### config.mk
export PLATFORM = sky130hd
export DESIGN_NAME = keypad_emulator
export DESIGN_NICKNAME = d
export VERILOG_FILES = /design/src/rtl/keypad_emulator.sv
export SDC_FILE = /design/constraint.sdc
export NUM_CORES = 1
export LEC_CHECK = 0
export BUFFER_PORTS_ARGS = -buffer_cell sky130_fd_sc_hd__buf_2
export CORE_MARGIN = 2
export CORE_UTILIZATION = 45
export CTS_BUF_LIST = sky130_fd_sc_hd__clkbuf_8
export CTS_CLUSTER_DIAMETER = 60
export CTS_CLUSTER_SIZE = 25
export DETAILED_ROUTE_END_ITERATION = 10
export GPL_TIMING_DRIVEN = 0
export PLACE_DENSITY = 0.74
export SLEW_MARGIN = 25
export SYNTH_ARGS = -nofsm -noshare
export SYNTH_HDL_FRONTEND = slang
export SYNTH_SLANG_ARGS = --single-unit
### constraint.sdc
create_clock -name clk -period 3.3 [get_ports clk]
set_input_delay 0.99 -clock clk [delete_from_list [all_inputs] [get_ports clk]]
set_output_delay 0.99 -clock clk [all_outputs]
set_load 0.1 [all_outputs]
### src/rtl/keypad_emulator.sv
// Far-end 4x4 keypad model: replays queued key codes as timed presses on the row
// return lines in response to the scanner's active-low column drive.
module keypad_emulator #(
  parameter int PRESS_CYCLES   = 1000000,
  parameter int RELEASE_CYCLES = 1000000,
  parameter int FIFO_DEPTH     = 4,
  parameter int CNT_W          = 24
) (
  input  logic       clk,
  input  logic       rst,
  input  logic [3:0] key_code,
  input  logic       key_valid,
  output logic       key_ready,
  input  logic       abort,
  input  logic [3:0] col,
  output logic [3:0] row,
  output logic       busy,
  output logic       pressed,
  output logic       key_done
);

  localparam int AW = $clog2(FIFO_DEPTH);
  localparam logic [CNT_W-1:0] PRESS_LOAD   = CNT_W'(PRESS_CYCLES - 1);
  localparam logic [CNT_W-1:0] RELEASE_LOAD = CNT_W'(RELEASE_CYCLES - 1);

  typedef enum logic [1:0] {IDLE, PRESS, RELEASE} state_t;

  state_t           state_q, state_d;
  logic [CNT_W-1:0] cnt_q, cnt_d;
  logic [AW:0]      wr_ptr_q, wr_ptr_d, rd_ptr_q, rd_ptr_d;
  logic [3:0]       mem_q [FIFO_DEPTH];
  logic [3:0]       cur_code_q;
  logic [3:0]       row_q, row_d;
  logic             pressed_q, pressed_d;
  logic             key_done_q, key_done_d;
  logic             empty, full, push, pop, cnt_zero;

  // The extra pointer MSB separates a full FIFO from an empty one.
  assign empty     = (wr_ptr_q == rd_ptr_q);
  assign full      = (wr_ptr_q[AW] != rd_ptr_q[AW]) &&
                     (wr_ptr_q[AW-1:0] == rd_ptr_q[AW-1:0]);
  assign key_ready = !full && !abort;
  assign push      = key_valid && key_ready;
  assign pop       = (state_q == IDLE) && !empty && !abort;
  assign busy      = (state_q != IDLE) || !empty;
  assign cnt_zero  = (cnt_q == '0);

  assign row      = row_q;
  assign pressed  = pressed_q;
  assign key_done = key_done_q;

  always_ff @(posedge clk or posedge rst) begin
    if (rst) begin
      state_q    <= IDLE;
      cnt_q      <= '0;
      wr_ptr_q   <= '0;
      rd_ptr_q   <= '0;
      row_q      <= 4'hF;
      pressed_q  <= 1'b0;
      key_done_q <= 1'b0;
    end else begin
      state_q    <= state_d;
      cnt_q      <= cnt_d;
      wr_ptr_q   <= wr_ptr_d;
      rd_ptr_q   <= rd_ptr_d;
      row_q      <= row_d;
      pressed_q  <= pressed_d;
      key_done_q <= key_done_d;
    end
  end

  // Key storage carries no reset; it is only read behind the FIFO/state qualifiers.
  always_ff @(posedge clk) begin
    if (push) mem_q[wr_ptr_q[AW-1:0]] <= key_code;
    if (pop)  cur_code_q <= mem_q[rd_ptr_q[AW-1:0]];
  end

  always_comb begin
    state_d = state_q;
    if (abort) begin
      state_d = IDLE;
    end else begin
      case (state_q)
        IDLE:    if (!empty) state_d = PRESS;
        PRESS:   if (cnt_zero) state_d = RELEASE;
        RELEASE: if (cnt_zero) state_d = IDLE;
        default: state_d = IDLE;
      endcase
    end
  end

  always_comb begin
    cnt_d      = cnt_q;
    wr_ptr_d   = wr_ptr_q + (AW+1)'(push);
    rd_ptr_d   = rd_ptr_q + (AW+1)'(pop);
    key_done_d = 1'b0;
    if (abort) begin
      cnt_d    = '0;
      wr_ptr_d = '0;
      rd_ptr_d = '0;
    end else begin
      case (state_q)
        IDLE:    if (pop) cnt_d = PRESS_LOAD;
        PRESS:   cnt_d = cnt_zero ? RELEASE_LOAD : cnt_q - 1'b1;
        RELEASE: begin
          cnt_d      = cnt_zero ? '0 : cnt_q - 1'b1;
          key_done_d = cnt_zero;
        end
        default: cnt_d = '0;
      endcase
    end
    pressed_d = (state_d == PRESS);
    // Only the pressed key's column matters; any other low columns are ignored.
    row_d = 4'hF;
    if (state_q == PRESS && !col[cur_code_q[1:0]]) row_d[cur_code_q[3:2]] = 1'b0;
  end

endmodule

# After elaboration in Yosys (flattened, before gate mapping)

Memories as Yosys holds them, arrays and structs flattened. A register that Yosys moved wholly into a read port is not among the register bits.
Cells that the tools add are included.
Widths: inputs -> output; s select.

Register bits: 38
Output and inout port bits: 8
Memories kept: 1
Input port bits: 12
Memory bits (writable): 16
Logic and storage cells: 58

Equal/unequal tests: 7
Reductions and logical operators: 15
Bitwise operators: 1
Add/subtract/negate cells: 3
Order comparisons: 3
Multiplexer cells: 21

Memories:

| memory | words | width | read ports | clocked after Yosys merged registers in | wr ports | line | RTL |
|---|---|---|---|---|---|---|---|
| mem_q  | 4     | 4     | 1          | 1                                       | 1        | 31   | `logic [3:0] mem_q [FIFO_DEPTH];` |

Operators with widths:

| operator              | number |
|---|---|
| $mux 24               | 4 |
| $pmux 24 s3           | 1 |
| $logic_not 24->1      | 1 |
| $sub 24x1->24 const B | 1 |
| $mux 2                | 4 |
| $logic_and 1x1->1     | 7 |
| $add 3x1->3           | 2 |
| $lt 2x3->1 const B    | 2 |
| $mux 1                | 6 |
| $mux 3                | 2 |
| $pmux 2 s3            | 1 |
| $eq 2x1->1 const B    | 2 |
| $logic_not 1->1       | 4 |
| $mux 4                | 1 |
| $not 4->4             | 1 |
| $eq 3x3->1            | 1 |
| $ne 3x3->1 const B    | 1 |
| $bmux 1 s2            | 1 |
| $demux 1 s2           | 1 |
| $eq 2x2->1            | 1 |
| $eq 2x2->1 const B    | 1 |
| $ge 2x1->1 const B    | 1 |
| $logic_not 2->1       | 1 |
| $reduce_bool 2->1     | 1 |
| other kinds (2)       | 2 |

# Depth between registers and ports, before layout

Gate-level depths: netlist of the first run.

Word-level depth: 7
Mapped depth: 9
Gate-level depth less buffers: 8

# Worst setup path before layout of the first run

OpenSTA, ideal clock, no wires.

Path kind: input -> register
From: input abort
To: memory mem_q[2][0], enable pin
Buffers on the path: 0
Data arrival time: 2.576 ns
Setup time: 0.367 ns
Stages: 4
Slack: 0.357 ns
Cells stage by stage: inv_1 > o31a_1 > nand2_1 > nor3b_1

Cells in the longest elaborated chain, start to end: 5

Ends and longest elaborated chain:

| element                      | line | RTL |
|---|---|---|
| from (decl)                  | 14   | `input logic abort,` |
| $logic_not 1->1              | 42   | `assign key_ready = !full && !abort;` |
| $logic_and 1x1->1            | 42   |  |
| via key_ready                | 13   | `output logic key_ready,` |
| $logic_and 1x1->1            | 43   | `assign push = key_valid && key_ready;` |
| $mux 1                       | 74   | `if (push) mem_q[wr_ptr_q[AW-1:0]] <= key_code;` |
| $mux 1 (not written as such) | 74   |  |
| to (decl)                    | 31   |  |

The timed path passes the listed nets, and every way through them passes these cells.

# Worst setup path after layout of the first run

From: register rd_ptr_q[0]
To: output key_ready

Cells in the longest elaborated chain, start to end: 4

Ends and longest elaborated chain:

| element                | line | RTL |
|---|---|---|
| from (decl)            | 30   | `logic [AW:0] wr_ptr_q, wr_ptr_d, rd_ptr_q, rd_ptr_d;` |
| from (signal assigned) | 65   | `rd_ptr_q <= rd_ptr_d;` |
| $eq 2x2->1             | 41   | `(wr_ptr_q[AW-1:0] == rd_ptr_q[AW-1:0]);` |
| $logic_and 1x1->1      | 40   | `assign full = (wr_ptr_q[AW] != rd_ptr_q[AW]) &&` |
| $logic_not 1->1        | 42   |  |
| $logic_and 1x1->1      | 42   |  |
| to (decl)              | 13   |  |

Every way passes these cells.

==> flow_summary.toml, run 1 <==
[run_status]
run_status = "finished clean"

[timing]
fin_skew_ns = 0.00963
fmax_mhz = 323
worst_slack_ns = 0.205
finalMaxSlewViolations = 0
rsz0062_at_grt = "false"
hold-worst-slack_ns = 0.453
max_slew.worst_pin.slew_ns = 0.786
finalCriticalPeriod_ns = 3.10
setup_violations = 0
hold_violations = 0
fin_crit_sh_pct = 93.8
final.setup.tns_ns = 0
maxSlewHeadroom_pct = 47.1

[floorplan]
io_pins = 20
design.core.area_mm2 = 0.00631
dieArea_mm2 = 0.00713
rows = 29
die_x_um = 84.4
die_h_um = 84.4
start_util_pct = 46.1

[place]
dp_hpwl_um = 4360
gp_congestion = 0.887
portBuffers = 19
post_dp_cell_area_mm2 = 0.00314
pre_cts_slack_ns = 0.280
dpl.cell_count = 357

[logic_synthesis]
synthTopCellsByCount = "34 x dfrtp_1, 28 x nor2_1, 20 x edfxtp_1"
ys.flop_type = "dfrtp_1"
yosysTopAreaCell = "dfrtp_1"
postSynthNetCount = 278
synth_most_common_cell = "dfrtp_1"
postSynthAreaPerCell_um2 = 11.2
synth.top_cell.area_share_pct = 29.2
synth_edf_count = 20
yosysSeqAreaShare_pct = 53.5
synth_seq_cells = 58
synth_area_mm2 = 0.00291
synthTopCellsByArea = "dfrtp_1 29%, edfxtp_1 21%, xnor2_1 5.1%"
synth_cell_type_count = 51
postSynthCellCount = 260
yosys_warnings = 0
async_reset_ff_share_pct = 65.5

[drt]
drt-initial-drc-count = 252
drc = 0
viasPerCell = 5.85
vias = 2181
drt-total-wl_um = 6150
routedWlPerCell_um = 16.5
final_antenna_net_count = 0
drtPass1Iterations = 4

[worst_setup_path]
end_kind = "output port"
cp_cell_sequence = "clkbuf_1, xor2_1, o31a_1, buf_2"
crit_type = "register to output port"
cp.required_ns = 2.31
critical_path.slowest_cell = "buf_2"
worstSetupStartpointType = "register"
r2r_slack_ns = 0.52
rr_worst_depth = 7
crit_path_end = "key_ready"
critical_path.max_stage_delay_ns = 0.44
r2r-end = "cnt_q[8]$_DFFE_PP0P_"
crit_fanout = 5
arrival_ns = 2.11
critPathLaunch = "rd_ptr_q[0]$_DFF_PP0_"
r2r-start = "cnt_q[4]$_DFFE_PP0P_"

[min_path]
worstHoldPathType = "register to register"

[pwr]
ir_drop_mv = 0.558
finalPower_mw = 2.70
power_density_mw_per_mm2 = 804
power.leakage_nw = 1.37

[cts]
cts_tree = "built"
clk_latency_ns = 0.34
htreeDepth = 3
clockBufferDepth = 2
cts_sinks = 58
postCtsSetupRepairBufs = 0
numCtsBuffers = 9
clk_pin_slew_ns = 0.07
clockRootBuffer = "clkbuf_8"

[global_routing]
grt_max_degree = 23
gr-usage-all-layers_pct = 19.2
grt_pass1_wl_um = 10700
grt_pass1_vias = 2141
grt-ovfl-total = 0
antenna_found_initial = 0

[layout]
diodes = 0
fin_area_mm2 = 0.00336
fin_cells = 373
fin_util_pct = 53.3
fin_nets = 309
drive_gt1_share_pct = 19.9
area_growth_pct = 15.6

[flow_run]
maxCapViolations = 0
-- worst max-delay path: cells and delay by family, from the launching register on --
family	cells	cell delay, ns
XOR/XNOR	1	0.42
AO/OA/AOI/OAI	1	0.23
flip-flops	1	0.35
buffers and inverters	2	0.77
-- power breakdown --
part	internal (mW)	total (mW)	switching, mW
Combinational	0.376	0.993	0.617
Clock	0.431	0.736	0.305
Sequential	0.862	0.976	0.114
-- final cells by class --
| type | count | area [µm²] |
|---|---|---|
| sequential | 58 | 1560 |
| timing repair buffer | 20 | 125 |
| inverter | 9 | 33.8 |
| clock inverter | 7 | 103 |
| multi-input combinational | 179 | 1270 |
| clock buffer | 9 | 124 |
| tap | 77 | 96.3 |
| buffer | 14 | 58.8 |
| fill | 540 | 2950 |
-- layer usage --
metal,up-vias,track usage [%],routed length (µm)
met2,82,28.9,2910
met1,1061,26.4,2770
met5,-,0,0
li1,1024,-,-
met3,14,4.33,335
met4,0,9.24,133
-- worst min path at each step --
stage | startpoint | endpoint | slack [ns] | cells after the start
2_1_floorplan | cur_code_q[3]$_DFFE_PP_ | row[2]$_DFF_PP1_ | 0.40 | 1
6_report | cur_code_q[2]$_DFFE_PP_ | row[1]$_DFF_PP1_ | 0.45 | 1
3_5_place_dp | cur_code_q[3]$_DFFE_PP_ | row[2]$_DFF_PP1_ | 0.44 | 1
4_1_cts | cur_code_q[2]$_DFFE_PP_ | row[1]$_DFF_PP1_ | 0.46 | 1
5_1_grt | cur_code_q[2]$_DFFE_PP_ | row[1]$_DFF_PP1_ | 0.48 | 1
3_3_place_gp | cur_code_q[3]$_DFFE_PP_ | row[2]$_DFF_PP1_ | 0.43 | 1
-- sequential cells by signal (all words and copies together), names as in the netlist --
| register | flops |
|---|---|
| cnt_q | 24 |
| cur_code_q | 4 |
| key_done | 1 |
| mem_q | 16 |
| pressed | 1 |
| rd_ptr_q | 3 |
| row | 4 |
| state_q | 2 |
| wr_ptr_q | 3 |
-- placed cells by master (no fill, tap or decap), types with 4 or more instances in the layout --
master     n
dfrtp_1   34
nor2_1    28
buf_2     21
edfxtp_1  20
xnor2_1   17
nor3_1    13
nand2_1   12
a21oi_1   10
or4_1      9
clkbuf_1   9
clkbuf_8   9
inv_1      8
nor4_1     8
nand2b_1   7
ha_1       6
or3_1      5
nor2b_1    5
mux4_2     5
a22oi_1    4
and2_1     4
nand3_1    4
dfstp_2    4
-- timing repair --
item,in CTS,in global routing
gates resized for setup,0,1
hold buffers,0,0
endpoints found under the setup margin,0,1
-- logic make-up after synthesis --
logic type               synth area share, %
flip-flops                              53.5
buffers and inverters                   3.18
multiplexers                            3.87
AO/OA/AOI/OAI                           10.3
adder cells (fa/ha/maj)                 2.58
AND/OR/NAND/NOR                         20.6
XOR/XNOR                                6.02
Power figures use the tool's default switching activity.
==> inputs of run 2 (changes only) <==
--- a/config.mk
+++ b/config.mk
@@ -6,9 +6,10 @@
 export NUM_CORES = 1
 export LEC_CHECK = 0
 export BUFFER_PORTS_ARGS = -buffer_cell sky130_fd_sc_hd__buf_2
+export CORE_ASPECT_RATIO = 0.6
 export CORE_MARGIN = 2
 export CORE_UTILIZATION = 45
-export CTS_BUF_LIST = sky130_fd_sc_hd__clkbuf_8
+export CTS_BUF_LIST = sky130_fd_sc_hd__clkbuf_2
 export CTS_CLUSTER_DIAMETER = 60
 export CTS_CLUSTER_SIZE = 25
 export DETAILED_ROUTE_END_ITERATION = 10
==> run 2 against run 1 <==
Worst setup slack better by 0.021 ns. Flip-flop and latch count stayed put. Clock skew is 0.025 ns higher. Critical path depth stayed put. Maximum frequency is 0.70% higher. Via count is 2.0% higher. Critical path type unchanged. Largest cell class unchanged.
==> flow_summary.toml, run 2 (synthesis gave the netlist of run 1 again) <==
[global_routing]
grtUsageMet2_pct = 27.0
busiest_layer = "met1"
grt_pass1_wl_um = 10700
gr-usage-all-layers_pct = 20.3
grt-ovfl-total = 0
grt_max_degree = 21
use_met1_pct = 30.1
antenna_found_initial = 0
grt_use_met3_pct = 8.57
grt_pass1_vias = 2053

[timing]
fmax_mhz = 325
finalCriticalPeriod_ns = 3.07
hold_violations = 0
fin_crit_sh_pct = 93.1
max_slew.worst_pin.slew_ns = 0.744
setup_violations = 0
finalMaxSlewViolations = 0
fin_skew_ns = 0.0350
rsz0062_at_grt = "false"
maxSlewHeadroom_pct = 50.0
worst_slack_ns = 0.226

[cts]
cts_tree = "built"
postCtsSetupRepairBufs = 0
clockBufferDepth = 2
htreeDepth = 3
clk_latency_ns = 0.50
clockRootBuffer = "clkbuf_2"
cts_sinks = 58
clk_pin_slew_ns = 0.17
numCtsBuffers = 9

[worst_setup_path]
crit_fanout = 6
path_buf_inv = 1
cp_cell_sequence = "xor2_1, nor3_1, nand2_1, buf_4"
end_kind = "output port"
crit_type = "register to output port"
worstSetupStartpointType = "register"
critical_path.slowest_cell = "dfrtp_1"
r2r_slack_ns = 0.48
arrival_ns = 2.08
path_delay_family = "flip-flops"
cp.required_ns = 2.31
critical_path.max_stage_delay_ns = 0.60

[pwr]
ir_drop_mv = 0.391
power.leakage_nw = 1.34
finalPower_mw = 2.49
power_density_mw_per_mm2 = 761

[flow_run]
maxCapViolations = 0

[layout]
fin_nets = 308
fill_cells = 553
fin_area_mm2 = 0.00328
diodes = 0
area_growth_pct = 12.6
fin_cells = 379
largest-register = "cnt_q"
largest_register_ff_count = 24
fin_util_pct = 52.9
layout_commonest_cell = "dfrtp_1"
drive_gt1_share_pct = 19.3
final_cell_mix = "34 x dfrtp_1, 28 x nor2_1, 20 x buf_2, 20 x edfxtp_1, 17 x xnor2_1"

[place]
dpl.cell_count = 364
dp_hpwl_um = 4870
post_dp_cell_area_mm2 = 0.00314
pre_cts_slack_ns = 0.335
portBuffers = 19
gp_congestion = 0.907

[floorplan]
rows = 22
start_util_pct = 47.0
die_x_um = 108
die_h_um = 66.3
dieArea_mm2 = 0.00715
design.core.area_mm2 = 0.00619
io_pins = 20

[drt]
routedWlPerCell_um = 17.0
final_antenna_net_count = 0
drt-initial-drc-count = 232
drc = 0
vias = 2225
viasPerCell = 5.87
drt-total-wl_um = 6450
drtPass1Iterations = 5

[run_status]
run_status = "finished clean"

[min_path]
worstHoldPathType = "register to register"
## run 2: power by group
| group | leakage (nW) | total, mW | internal, mW | switching, mW |
|---|---|---|---|---|
| sequential | 0.681 | 0.972 | 0.860 | 0.112 |
| clock | 0.0810 | 0.519 | 0.249 | 0.270 |
| combinational | 0.579 | 1.00 | 0.377 | 0.626 |
| total | 1.34 | 2.49 | 1.49 | 1.01 |
## run 2: repair_timing
item | 4_1_cts | 5_1_grt
resized for setup | 2 | 0
hold buffers | 0 | 0
endpoints found under the setup margin | 2 | 2
gates cloned | 0 | 0
## run 2: final cells by class
class	count	area, µm²	area share [%]
Buffer	13	55.1	1.68
Tap cell	84	105	3.21
Timing Repair Buffer	20	128	3.89
Inverter	9	33.8	1.03
Multi-Input combinational cell	179	1270	38.7
Clock inverter	6	81.3	2.48
Clock buffer	10	50.0	1.53
Sequential cell	58	1560	47.5
## run 2: per-layer routing
metal,part of all wire (%),vias to the layer above
li1,-,1022
met1,48,1077
met2,40,115
met3,11,11
met4,1.3,0
met5,0,-
## run 2: through the flow
step | hold slack [ns] | TNS [ns]
floorplan | 0.403 | 0
global placement | 0.423 | -0.0473
detailed placement | 0.441 | 0
CTS | 0.461 | 0
global route | 0.453 | 0
finish | 0.460 | 0
## run 2: worst paths after layout
path / from / end / cells after the start
hold reg to reg: cur_code_q[2]$_DFFE_PP_ / row[3]$_DFF_PP1_ / 1
setup reg to reg: cnt_q[4]$_DFFE_PP0P_ / cnt_q[14]$_DFFE_PP0P_ / 6
max in group asynchronous: rst / cnt_q[17]$_DFFE_PP0P_ / 3
hold / removal: cur_code_q[2]$_DFFE_PP_ / row[3]$_DFF_PP1_ / 1
setup / recovery: rd_ptr_q[0]$_DFF_PP0_ / busy / 4
min in group asynchronous: rst / cnt_q[3]$_DFFE_PP0P_ / 2
